$ cat config.mk
export PLATFORM = sky130hd
export DESIGN_NAME = rptr_empty_level
export DESIGN_NICKNAME = d
export VERILOG_FILES = /design/src/rtl/rptr_empty_level.sv
export SDC_FILE = /design/constraint.sdc
export NUM_CORES = 1
export LEC_CHECK = 0
export ABC_AREA = 1
export ABC_CLOCK_PERIOD_IN_PS = 3250
export CAP_MARGIN = 10
export CELL_PAD_IN_SITES_DETAIL_PLACEMENT = 1
export CELL_PAD_IN_SITES_GLOBAL_PLACEMENT = 1
export CORE_MARGIN = 10
export CORE_UTILIZATION = 34
export DETAILED_ROUTE_END_ITERATION = 10
export PLACE_DENSITY = 0.87
export REMOVE_ABC_BUFFERS = 1
export SLEW_MARGIN = 10
export SYNTH_ARGS = -nofsm -noshare
export SYNTH_HDL_FRONTEND = slang
export SYNTH_SLANG_ARGS = --single-unit
$ cat constraint.sdc
create_clock -name r_clk -period 3.25 [get_ports r_clk]
set_clock_uncertainty 0.1 [all_clocks]
set_input_delay 0.4875 -clock r_clk [delete_from_list [all_inputs] [get_ports r_clk]]
set_output_delay 0.4875 -clock r_clk [all_outputs]
set_load 0.01 [all_outputs]
$ cat src/rtl/rptr_empty_level.sv
// Read-side pointer, empty/almost-empty flags and fill level for a Gray-pointer async FIFO; all flags registered (1 r_clk).
// Reads while empty are ignored and flagged in a sticky underflow bit; no backpressure beyond empty.
module rptr_empty_level #(
    parameter int ADDR_WIDTH = 4
) (
    input  logic                  r_clk,
    input  logic                  r_rstn,
    input  logic                  r_en,
    input  logic [ADDR_WIDTH:0]   rq2_wptr,
    input  logic [ADDR_WIDTH:0]   ae_thresh,
    input  logic                  clr_uflow,
    output logic [ADDR_WIDTH:0]   rptr_gray,
    output logic [ADDR_WIDTH-1:0] r_addr,
    output logic                  empty,
    output logic                  almost_empty,
    output logic [ADDR_WIDTH:0]   r_level,
    output logic                  underflow
);
    localparam int PW = ADDR_WIDTH + 1;

    logic [PW-1:0] rptr_bin;
    logic [PW-1:0] rptr_bin_nxt;
    logic [PW-1:0] rptr_gray_nxt;
    logic [PW-1:0] wbin;
    logic [PW-1:0] level_nxt;
    logic          rd_fire;

    // Gated by the registered empty so r_en never reaches a flag combinationally.
    assign rd_fire       = r_en & ~empty;
    assign rptr_bin_nxt  = rptr_bin + {{ADDR_WIDTH{1'b0}}, rd_fire};
    assign rptr_gray_nxt = rptr_bin_nxt ^ (rptr_bin_nxt >> 1);
    assign r_addr        = rptr_bin[ADDR_WIDTH-1:0];

    always_comb begin
        wbin         = '0;
        wbin[PW-1]   = rq2_wptr[PW-1];
        for (int i = PW - 2; i >= 0; i--) begin
            wbin[i] = wbin[i+1] ^ rq2_wptr[i];
        end
    end

    // Modulo subtraction keeps a full FIFO (MSBs differ) at exactly 2^ADDR_WIDTH.
    assign level_nxt = wbin - rptr_bin_nxt;

    always_ff @(posedge r_clk or negedge r_rstn) begin
        if (!r_rstn) begin
            rptr_bin     <= '0;
            rptr_gray    <= '0;
            empty        <= 1'b1;
            almost_empty <= 1'b1;
            r_level      <= '0;
            underflow    <= 1'b0;
        end else begin
            rptr_bin     <= rptr_bin_nxt;
            rptr_gray    <= rptr_gray_nxt;
            empty        <= (rptr_gray_nxt == rq2_wptr);
            almost_empty <= (level_nxt <= ae_thresh);
            r_level      <= level_nxt;
            if (r_en && empty) begin
                underflow <= 1'b1;
            end else if (clr_uflow) begin
                underflow <= 1'b0;
            end
        end
    end
endmodule

After elaboration in Yosys (flattened, before gate mapping)
Cells that the tools add are included.

Add/sub/neg operators: 2. Multiply operators: 0. Divide/modulo/power cells: 0. Order comparisons: 1. Eq/ne operators: 1. Shift-type cells: 0. Muxes and demuxes: 2. Bitwise gates (word level): 7. Reduce and logical (&&, ||, !) cells: 2.

Operator list (number): $add 5x1->5 (1); $eq 5x5->1 (1); $le 5x5->1 (1); $sub 5x5->5 (1); $xor 5x4->5 (1); $xor 1x1->1 (4); $mux 1 (2); $reduce_bool 2->1 (1); $and 1x1->1 (1); $logic_and 1x1->1 (1); $not 1->1 (1).

Register bits after elaboration: 18. Latch bits: 0. RAM bits: 0. ROM bits: 0. Input bits: 14. Logic and storage cells: 21. Memories: 0.

Depth between registers and ports, before layout
Depth in word-level cells: 6. Mapped depth: 15. Gate-level depth less buffers: 15.

Worst setup path after synthesis
No wires, ideal clock.

Path kind: input to register. From: in rq2_wptr[4]. To: reg almost_empty. Library setup time: 0.088 ns. Data arrival time: 2.713 ns. Data required time: 3.062 ns. Setup slack: 0.349 ns. Stages on the path: 11. Path buffers: 0. Cells stage by stage: xor2_2 -> xor2_2 -> xnor3_1 -> ha_1 -> fa_1 -> o21ai_0 -> xnor2_1 -> ha_1 -> nand4_1 -> o221ai_1 -> o21ai_0.

Longest elaborated chain between the ends: 6.

RTL lines: from (decl) (RTL line 9) `input logic [ADDR_WIDTH:0] rq2_wptr,`; $xor 1x1->1 (4 in a row) (RTL line 38) `wbin[i] = wbin[i+1] ^ rq2_wptr[i];`; $sub 5x5->5 * (RTL line 43) `assign level_nxt = wbin - rptr_bin_nxt;`; net level_nxt[4] (RTL line 25) `logic [PW-1:0] level_nxt;`; $le 5x5->1 * (RTL line 57) `almost_empty <= (level_nxt <= ae_thresh);`; to (signal assigned) (RTL line 57); to (decl) (RTL line 15) `output logic almost_empty,`.

Mark *: on every way through the listed nets, which the timed path passes. The rest lies on a longest branch. A chain may end at the register's enable or synchronous reset.

Worst setup path in the final report
From: in r_en. To: reg almost_empty.

Longest elaborated chain between the ends: 4.

RTL lines: from (decl) (RTL line 8) `input logic r_en,`; $and 1x1->1 (RTL line 29) `assign rd_fire = r_en & ~empty;`; $add 5x1->5 (RTL line 30) `assign rptr_bin_nxt = rptr_bin + {{ADDR_WIDTH{1'b0}}, rd_fire};`; net rptr_bin_nxt[3] (RTL line 22) `logic [PW-1:0] rptr_bin_nxt;`; $sub 5x5->5 (RTL line 43); net level_nxt[4] (RTL line 25); $le 5x5->1 (RTL line 57).

The timed path passes the listed nets, and every way through them passes these cells.

==> metrics.yaml <==
outcome: "completed"
routed_wl_um: 3470
path_buf_inv: 3
grt_max_degree: 18
slew_violations: 0
arrival_ns: 3.22
gr-usage-all-layers: 0.121
htree_levels: 1
io_buffers: 30
cts_made_buffers: 3
fmaxAchievable_mhz: 323
synthCells: 133
fin_crit_sh: 0.953
r2r_end: "almost_empty"
yosysTopAreaCell: "dfrtp_1"
ys.flop_type: "dfrtp_1"
n_antenna_cell: 0
clk_latency_ns: 0.30
clkTransAtPathRegs_ns: 0.11
vias: 1078
synthTopCellsByCount: "35 x nand2_1, 23 x inv_1, 18 x nand3_1"
r2r_slack_ns: 0.42
ant_nets: 0
r2r_cells: 14
antenna_found_initial: 0
crit_required_ns: 3.37
slowest_delay_ns: 0.49
crit_fanout: 5
tns_ns: 0
drive_gt1_frac: 0.207
startpoint: "r_en"
via_per_inst: 4.73
synthArstFlopShare: 1.00
synth.top_cells.by_area: "dfrtp_1 34%, ha_1 12%, nand2_1 12%, nand3_1 8.2%, inv_1 7.8%"
layout.cells.non_filler: 228
cp.depth: 15
power.leakage_nw: 0.845
ys_ff_latch: 17
avgRoutedWirePerCell_um: 15.2
clk_path_buf_depth: 2
hold_viol: 0
power_density_nw_per_um2: 1070
dp_cells: 224
syn_avg_cell_area_um2: 8.31
synth_top_area_share: 0.340
setup_violations: 0
ys_seq_area_frac: 0.387
crit_end: "almost_empty"
multi_input_area_um2: 634
holdCritPathClass: "reg2reg"
worstMarginPinSlew_ns: 0.816
area_delta_synth_final_pct: 51.2
drc: 0
globalRouteOverflowTotal: 0
io_pins: 31
root_buffer: "clkbuf_4"
crit_type: "in2reg"
hpwl_um: 2900
path_cells: "clkdlybuf4s50_1, inv_1, nor2_4, ha_4, nand4_1, nand2_1, inv_1, ha_1, a21oi_1, o21ai_2, xnor2_2, ha_1, a21oi_1, o221ai_2, o21ai_0"
start_util: 0.359
place_congestion: 0.758
netlist_area_um2: 1100
clkSinkCount: 17
cts_tree: "yes"
crit_path_top_delay_cell: "clkdlybuf4s50_1"
drt_first_iter_violations: 42
synth_cell_types: 20
timing.rr.start: "empty"
maxCapViolCount: 0
cp_top_family: "adder cells"
core_area_um2: 3080
grt_pass1_vias: 1218
layout.nets: 211
cp-end-kind: "register"
finalCriticalPeriod_ns: 3.10
maxSlewHeadroom: 0.454
fill_cells: 384
synth-edff-count: 0
holdBufCountCts: 0
dieWidth_um: 77.0
yosys.cell_count.top_type: "nand2_1"
max-vdd-ir-drop_mv: 0.448
grt_pass1_wl_um: 5910
rows: 20
ff_latch_area_um2: 428
die_height_um: 77.0
die_area_um2: 5930
yosysWarnings: 0
firstDrtPassIters: 4
start_kind: "input port"
==> area by class of cell <==
| cell class | instances | share of cell area |
|---|---|---|
| clock buffer | 4 | 0.0157 |
| inverter | 24 | 0.0539 |
| multi-input combinational | 91 | 0.380 |
| sequential | 17 | 0.256 |
| tap | 44 | 0.0330 |
| timing repair buffer | 48 | 0.261 |
==> cell families (layout without fill, tap and decap cells) <==
kind of cell / count (synthesis) / count (layout) / share of synthesized area
AOI/OAI and AO/OA: 11 / 11 / 0.0566
xor gates and xnor gates: 7 / 7 / 0.0883
adders and majority gates: 12 / 12 / 0.143
buffers and inverters: 25 / 76 / 0.0883
DFF: 17 / 17 / 0.387
and+or+nand+nor: 61 / 61 / 0.237
==> stage by stage <==
stage	hold WS [ns]	instance area [µm²]	worst slack, ns	power (mW)	util
floorplan	0.0919	1100	0.349	1.00	-
global placement	0.408	1590	-0.180	1.50	0.516
detailed placement	0.424	1590	-0.383	1.59	0.516
CTS	0.441	1610	0.0224	1.72	0.524
global route	0.467	1670	-0.0531	1.97	0.543
finish	0.442	1670	0.151	1.78	0.543
==> per-layer routing <==
metal | GRT usage | part of all wire | vias to the layer above
li1 | - | - | 525
met1 | 0.130 | 0.39 | 519
met2 | 0.228 | 0.55 | 26
met3 | 0.0117 | 0.039 | 8
met4 | 0.0584 | 0.022 | 0
met5 | 0 | 0 | -
==> where the power goes <==
group | internal, mW | switching (mW) | total [mW]
registers | 0.327 | 0.0707 | 0.398
clock network | 0.0478 | 0.0728 | 0.121
logic | 0.620 | 0.643 | 1.26
total | 0.995 | 0.786 | 1.78
==> worst min path at each step <==
stage	startpoint	endpoint	slack (ns)	cells after the start
after global placement	empty	underflow	0.41	2
after detailed placement	empty	underflow	0.42	2
after CTS	empty	underflow	0.44	2
final	underflow	underflow	0.44	2
after global routing	underflow	underflow	0.47	2
after floorplan	r_rstn	r_level[0]	0.09	0
==> worst register-to-register path, stage by stage, from the launching register on <==
cell,delay [ns]
dfstp_2,0.58
nor2_4,0.06
ha_4,0.17
nand3_1,0.08
nand2_1,0.09
nand2_1,0.11
inv_1,0.07
ha_1,0.33
a21oi_1,0.18
o21ai_2,0.10
xnor2_2,0.15
ha_1,0.33
a21oi_1,0.19
o221ai_2,0.11
o21ai_0,0.09
==> cells in the final DEF (no fill, tap or decap), types with 3 or more instances in the layout <==
master           Yosys  routed
buf_4                1      18
nand2_1             35      35
clkdlybuf4s50_1      0      28
clkbuf_4             0       3
xor2_2               3       3
nor2_1               4       3
o21ai_0              5       4
dfrtp_1             15      15
a21oi_1              4       4
inv_1               23      23
ha_1                11       8
nand3_1             18      18
==> flip-flops by register name (all words and copies together), names as in the netlist <==
name          count
almost_empty      1
empty             1
r_level           5
rptr_bin          5
rptr_gray         4
underflow         1
==> repair_timing <==
item	CTS	global route
endpoints found under the setup margin	1	1
buffers inserted	0	0
pin swaps	1	6
resized for setup	2	11
cloned	0	0
(Power assumes the default switching activity.)
